`src/rtl/alu_issue_stage.sv`:
```
// Decode/issue stage feeding the RV64 ALU: decodes one RV64I integer instruction per
// handshake into registered ALU operands and controls, plus branch and writeback info.
module alu_issue_stage #(
    parameter int unsigned XLEN = 64
) (
    input  logic            clk,
    input  logic            rst_n,
    input  logic            flush,
    input  logic            in_valid,
    output logic            in_ready,
    input  logic [31:0]     instr,
    input  logic [XLEN-1:0] pc,
    input  logic [XLEN-1:0] rs1_data,
    input  logic [XLEN-1:0] rs2_data,
    output logic            out_valid,
    input  logic            out_ready,
    output logic [XLEN-1:0] a,
    output logic [XLEN-1:0] b,
    output logic [2:0]      func,
    output logic            sub_sra,
    output logic            is_branch,
    output logic [2:0]      branch_cond,
    output logic [4:0]      rd,
    output logic            wb_en,
    output logic            illegal
);

    localparam logic [6:0] OpcOp     = 7'b0110011;
    localparam logic [6:0] OpcOpImm  = 7'b0010011;
    localparam logic [6:0] OpcLui    = 7'b0110111;
    localparam logic [6:0] OpcAuipc  = 7'b0010111;
    localparam logic [6:0] OpcBranch = 7'b1100011;

    logic [6:0]      opcode;
    logic [2:0]      f3;
    logic [4:0]      dec_rd;
    logic [XLEN-1:0] imm_i;
    logic [XLEN-1:0] imm_u;
    logic [XLEN-1:0] shamt;

    logic [XLEN-1:0] dec_a;
    logic [XLEN-1:0] dec_b;
    logic [2:0]      dec_func;
    logic            dec_sub_sra;
    logic            dec_is_branch;
    logic [2:0]      dec_branch_cond;
    logic            dec_wb_en;
    logic            dec_illegal;
    logic            capture;

    assign opcode = instr[6:0];
    assign f3     = instr[14:12];
    assign dec_rd = instr[11:7];
    assign imm_i  = {{(XLEN-12){instr[31]}}, instr[31:20]};
    assign imm_u  = {{(XLEN-32){instr[31]}}, instr[31:12], 12'b0};
    assign shamt  = {{(XLEN-6){1'b0}}, instr[25:20]};

    assign in_ready = !flush && (!out_valid || out_ready);
    assign capture  = in_valid && in_ready;

    always_comb begin
        dec_a           = '0;
        dec_b           = '0;
        dec_func        = 3'b000;
        dec_sub_sra     = 1'b0;
        dec_is_branch   = 1'b0;
        dec_branch_cond = 3'b000;
        dec_wb_en       = 1'b0;
        dec_illegal     = 1'b0;
        unique case (opcode)
            OpcOp: begin
                dec_a       = rs1_data;
                dec_b       = rs2_data;
                dec_func    = f3;
                dec_sub_sra = instr[30];
                dec_wb_en   = (dec_rd != 5'd0);
            end
            OpcOpImm: begin
                dec_a       = rs1_data;
                dec_b       = (f3 == 3'b001 || f3 == 3'b101) ? shamt : imm_i;
                dec_func    = f3;
                dec_sub_sra = (f3 == 3'b101) && instr[30];
                dec_wb_en   = (dec_rd != 5'd0);
            end
            OpcLui: begin
                dec_b     = imm_u;
                dec_wb_en = (dec_rd != 5'd0);
            end
            OpcAuipc: begin
                dec_a     = pc;
                dec_b     = imm_u;
                dec_wb_en = (dec_rd != 5'd0);
            end
            OpcBranch: begin
                // The ALU comparator flags are only meaningful in subtract mode.
                dec_a           = rs1_data;
                dec_b           = rs2_data;
                dec_sub_sra     = 1'b1;
                dec_is_branch   = 1'b1;
                dec_branch_cond = f3;
            end
            default: dec_illegal = 1'b1;
        endcase
    end

    always_ff @(posedge clk or negedge rst_n) begin
        if (!rst_n) begin
            out_valid <= 1'b0;
        end else if (flush) begin
            out_valid <= 1'b0;
        end else if (capture) begin
            out_valid <= 1'b1;
        end else if (out_ready) begin
            out_valid <= 1'b0;
        end
    end

    always_ff @(posedge clk or negedge rst_n) begin
        if (!rst_n) begin
            a           <= '0;
            b           <= '0;
            func        <= 3'b000;
            sub_sra     <= 1'b0;
            is_branch   <= 1'b0;
            branch_cond <= 3'b000;
            rd          <= 5'd0;
            wb_en       <= 1'b0;
            illegal     <= 1'b0;
        end else if (capture) begin
            a           <= dec_a;
            b           <= dec_b;
            func        <= dec_func;
            sub_sra     <= dec_sub_sra;
            is_branch   <= dec_is_branch;
            branch_cond <= dec_branch_cond;
            rd          <= dec_rd;
            wb_en       <= dec_wb_en;
            illegal     <= dec_illegal;
        end
    end

endmodule

```
`config.mk`:
```
export PLATFORM = sky130hd
export DESIGN_NAME = alu_issue_stage
export DESIGN_NICKNAME = d
export VERILOG_FILES = /design/src/rtl/alu_issue_stage.sv
export SDC_FILE = /design/constraint.sdc
export NUM_CORES = 1
export LEC_CHECK = 0
export ABC_AREA = 1
export BUFFER_PORTS_ARGS = -buffer_cell sky130_fd_sc_hd__buf_2
export CAP_MARGIN = 25
export CORE_AREA = 2 2 147 149
export CTS_CLUSTER_SIZE = 20
export DETAILED_ROUTE_END_ITERATION = 12
export DIE_AREA = 0 0 149 151
export GPL_ROUTABILITY_DRIVEN = 0
export PLACE_DENSITY = 0.7
export SLEW_MARGIN = 10
export SYNTH_ARGS = -nofsm -noshare
export SYNTH_HDL_FRONTEND = slang
export SYNTH_SLANG_ARGS = --single-unit
```
`constraint.sdc`:
```
create_clock -name clk -period 1.7 [get_ports clk]
set_input_delay 0.085 -clock clk [delete_from_list [all_inputs] [get_ports clk]]
set_output_delay 0.085 -clock clk [all_outputs]
set_load 0.01 [all_outputs]
```
# Word-level counts from Yosys, hierarchy flattened

Cells that the tools add are included.

Multiply operators: 0
Reduce and logical (&&, ||, !) cells: 15
Equal/unequal tests: 7
Shifts and indexed selects: 0
Add/sub/neg operators: 0
Bitwise gates (word level): 0
Muxes and demuxes: 12
Order comparisons: 0
Div/mod/pow operators: 0

Operators by type and width:

| operator           | count |
|---|---|
| $pmux 64 s3        | 1 |
| $pmux 64 s2        | 1 |
| $mux 64            | 1 |
| $eq 7x5->1 const B | 2 |
| $eq 7x6->1 const B | 2 |
| $eq 7x7->1 const B | 1 |
| $mux 1             | 6 |
| $mux 3             | 2 |
| $reduce_or 2->1    | 3 |
| $reduce_bool 5->1  | 1 |
| $reduce_or 5->1    | 1 |
| $reduce_or 4->1    | 1 |
| $eq 3x1->1 const B | 1 |
| $eq 3x3->1 const B | 1 |
| $logic_and 1x1->1  | 3 |
| $pmux 1 s3         | 1 |
| $reduce_bool 3->1  | 1 |
| $reduce_or 3->1    | 1 |
| $logic_not 1->1    | 2 |
| $logic_or 1x1->1   | 2 |

Input port bits: 229
Memories kept: 0
Output and inout bits: 145
Bits in latches: 0
Memory bits (read-only): 0
Word-level logic and storage cells: 44
Memory bits (writable): 0
Flip-flop bits (word level): 144

# Longest topological paths before layout

Word-level depth: 6
Gate-level depth with buffers: 11
Mapped depth without buffers: 9

# Worst setup path before layout

No wires, ideal clock.

Path kind: register to register
From: register out_valid
To: register a[10]
Path slack: 0.232 ns
Stages on the path, launching flop included: 7
Library setup time: 0.069 ns
Clock period less this slack: 1.468 ns
Required time: 1.631 ns
Path buffers: 1
Data arrival time: 1.399 ns
Cells stage by stage: dfrtp_1 > nand2_1 > nand3b_1 > nor3_4 > clkbuf_1 > nand2_1 > nand3_1

Longest elaborated chain between the ends: 4

Ends and longest elaborated chain:

| what                   | line | RTL |
|---|---|---|
| from (decl)            | 15   | `output logic out_valid,` |
| from (signal assigned) | 108  | `out_valid <= 1'b0;` |
| from (signal assigned) | 110  | `out_valid <= 1'b0;` |
| from (signal assigned) | 112  | `out_valid <= 1'b1;` |
| $logic_not 1->1        | 58   | `assign in_ready = !flush && (!out_valid \|\| out_ready);` |
| $logic_or 1x1->1       | 58   |  |
| $logic_and 1x1->1      | 58   |  |
| $logic_and 1x1->1      | 59   | `assign capture = in_valid && in_ready;` |
| to (signal assigned)   | 120  | `a <= '0;` |
| to (signal assigned)   | 130  | `a <= dec_a;` |
| to (decl)              | 17   | `output logic [XLEN-1:0] a,` |

No other way between the ends.
A chain may end at the register's enable or synchronous reset.

# Final worst setup path

From: input port instr[3]
To: register b[7]

Longest elaborated chain between the ends: 3
Elaborated cells on any way between the ends: 8
Classes of those cells: eq/ne: 5; mux: 1; reduce/logical: 2

Ends and longest elaborated chain:

| what                                     | line | RTL |
|---|---|---|
| from (decl)                              | 11   | `input logic [31:0] instr,` |
| $eq 7x7->1, or another cell as far along | 70   | `unique case (opcode)` |
| $reduce_or 2->1 (no source line)         | --   |  |
| $pmux 64 s3 (*)                          | 70   |  |
| to (signal assigned)                     | 121  | `b <= '0;` |
| to (signal assigned)                     | 131  | `b <= dec_b;` |
| to (decl)                                | 18   | `output logic [XLEN-1:0] b,` |

Every way passes the cells marked *; elsewhere a longest branch is shown, timed or not.

==> flow_summary_export.csv <==
group,metric,value,unit
run_status,status,"complete, no violations",
final_layout,final_area,0.0120,sq mm
worst_setup_path,critPathArrivalTime,1.89,ns
timing,min_period_over_period,90.7,%
worst_setup_path,path_max_fanout,5,
floorplanning,start_util,33.9,%
synth,synth_area_leaders,"dfrtp_1, nand2_1, o211ai_1",
job,maxCapViolations,0,
detailed_routing,via_per_inst,4.90,
synth,synth_nets,1175,
timing,setup_violations,0,
timing,fin_tns_setup,0,ns
final_layout,final_cell_mix,"nand2_1, buf_2, dlygate4sd3_1, dfrtp_1, nand3_1",
detailed_routing,drt_first_iter_violations,503,
synth,syn_inst,946,
timing,rsz0062_at_grt,"false",
timing,setup_slack,0.158,ns
worst_setup_path,crit_required,2.05,ns
floorplanning,pin_count,374,
grt,grt_antenna_before_repair,5,
clocking,clk-insertion-delay-late,0.42,ns
clocking,cts_tree,"built",
timing,fmax,649,MHz
detailed_routing,wl_per_cell,16.7,microns
final_layout,area.growth.synth_to_final,70.1,%
grt,grt_pass1_wl,45500,microns
clocking,cts_root_buf,"clkbuf_16",
detailed_routing,postRouteAntennaNets,0,
placement,place_inst,1551,
grt,grt_max_degree,65,
synth,ys_ff_latch,144,
power,p_leak,0.00696,uW
power,irDropWorstVdd,528,uV
synth,synth_area,0.00706,sq mm
timing,finalHoldViolations,0,
clocking,clkSinkCount,144,
clocking,clkTransAtPathRegs,0.06,ns
final_layout,drive_above_1_share,28.9,%
placement,portBuffers,373,
worst_setup_path,path_class,"in -> reg",
timing,slew_headroom,68.4,%
detailed_routing,dr.pass1.iters,5,
worst_setup_path,r2r_cells,8,
worst_setup_path,startpoint,"instr[3]",
worst_setup_path,endpoint_kind,"flop",
final_layout,layout.nets,1733,
synth,ys_types,20,
timing,worst_pin_slew,0.473,ns
detailed_routing,wl,29900,microns
placement,dpl_cell_area,0.00931,sq mm
final_layout,final_common_cell,"nand2_1",
worst_setup_path,crit_end,"b[7]$_DFFE_PN0P_",
placement,dpl_worst_slack,0.154,ns
power,powerDensity,722,mW/mm^2
floorplanning,die_h,151,microns
synth,synth.top_cell.area_share,51.0,%
timing,slew_violations,0,
worst_setup_path,worst_r2r_endpoint,"a[59]$_DFFE_PN0P_",
synth,synth_top_area_cell,"dfrtp_1",
detailed_routing,vias,8787,
clocking,htreeDepth,4,
hold_path,hp-class,"in -> reg",
synth,ys_seq_area_share,51.0,%
floorplanning,die_w,149,microns
worst_setup_path,worst_setup_path_start_kind,"primary input",
synth,syn_area_per_cell,7.47,sq um
grt,grt_use_total,25.7,%
clocking,cts_buffer_depth,2,
placement,hpwl,17500,microns
grt,grt-ovfl-total,0,
worst_setup_path,timing.reg2reg.setup_slack,0.18,ns
detailed_routing,drc,0,
floorplanning,coreArea,0.0208,sq mm
grt,grt_pass1_vias,8883,
worst_setup_path,rr_startpoint,"out_valid$_DFFE_PN0P_",
floorplanning,die-area,0.0225,sq mm
floorplanning,rows,53,
synth,ys_warn_count,0,
timing,post-route-min-period,1.54,ns
clocking,cts_inserted_buffers,17,
final_layout,finalNonFillerCells,1795,
timing,fin_skew,0.0115,ns
## registers in the layout (all words and copies together), names as in the netlist
signal	cells
a	64
out_valid	1
is_branch	1
branch_cond	3
b	64
sub_sra	1
func	3
wb_en	1
illegal	1
rd	5
## synth_stat cells
cell and count:
or2_2 1, nor2_4 1, dfrtp_1 144, clkbuf_1 29
buf_1 4, clkinv_1 1, nand3_1 91, nand4_1 1
o211ai_1 64, inv_2 1, o21ai_0 9, nand2_1 517
a21oi_4 1, inv_1 34, nor3_4 1, nor4_1 1
buf_2 32, nor2_1 12, nor3_1 1, nand3b_1 1
## timing repair
action,CTS,global route
buffers inserted,0,2
endpoints found under the setup margin,0,2
resized for setup,0,2
hold endpoints to repair,278,0
hold buffers,205,0
## per-layer routing
metal / global-route usage, % / vias up / routed length [microns]
met2: 43.2 / 529 / 14400
met5: 0 / - / 38
met1: 30.3 / 4019 / 11500
met4: 13.8 / 6 / 1370
li1: - / 4125 / -
met3: 6.63 / 108 / 2630
## worst max-delay path: stages
cell and delay (ns):
buf_2 0.10, inv_1 0.08, nand2_1 0.05, nor2_1 0.24
nand2_1 0.10, nor2_1 0.36, nand2_1 0.12, nand2_1 0.08
dlygate4sd3_1 0.54, nand2_1 0.06, nand2_1 0.07
## cells by family (layout without fill, tap and decap cells)
| kind of cell | after synthesis | in the layout | synth area share [%] |
|---|---|---|---|
| flip-flops | 144 | 144 | 51.0 |
| buffers and inverters | 101 | 672 | 5.93 |
| AO/OA/AOI/OAI | 74 | 74 | 7.67 |
| other | 0 | 3 | 0 |
| AND/OR/NAND/NOR | 627 | 627 | 35.4 |
## final cells by class
class,count,area (sq um)
clock inverter,12,148
antenna,3,7.51
fill,1776,8800
inverter,36,135
timing repair buffer,604,4270
clock buffer,20,457
sequential,144,3600
multi-input combinational,701,3050
tap,275,344
## stage by stage
stage	power, uW	hold slack [ns]	util (%)
after floorplan	3900	-0.211	-
after global placement	4460	0.0428	44.7
after detailed placement	4470	0.0339	44.7
after CTS	8740	0.000672	57.5
after global routing	9050	0.0388	57.7
final	8670	0.00861	57.7
## where the power goes
part | switching (uW) | internal (uW)
combinational | 592 | 652
sequential | 45.3 | 3510
clock | 1590 | 2280
total | 2230 | 6440
## worst min-delay path by stage
| stage | from | end | slack [ns] | cells after the start |
|---|---|---|---|---|
| 4_1_cts | instr[25] | b[5]$_DFFE_PN0P_ | 0.0007 | 5 |
| 6_report | instr[14] | branch_cond[2]$_DFFE_PN0P_ | 0.009 | 3 |
| 3_3_place_gp | rst_n | b[52]$_DFFE_PN0P_ | 0.04 | 1 |
| 5_1_grt | instr[21] | b[1]$_DFFE_PN0P_ | 0.04 | 5 |
| 3_5_place_dp | rst_n | b[46]$_DFFE_PN0P_ | 0.03 | 1 |
| 2_1_floorplan | rst_n | a[0]$_DFFE_PN0P_ | -0.21 | 0 |
No activity file was read; power rests on OpenSTA's default activity.
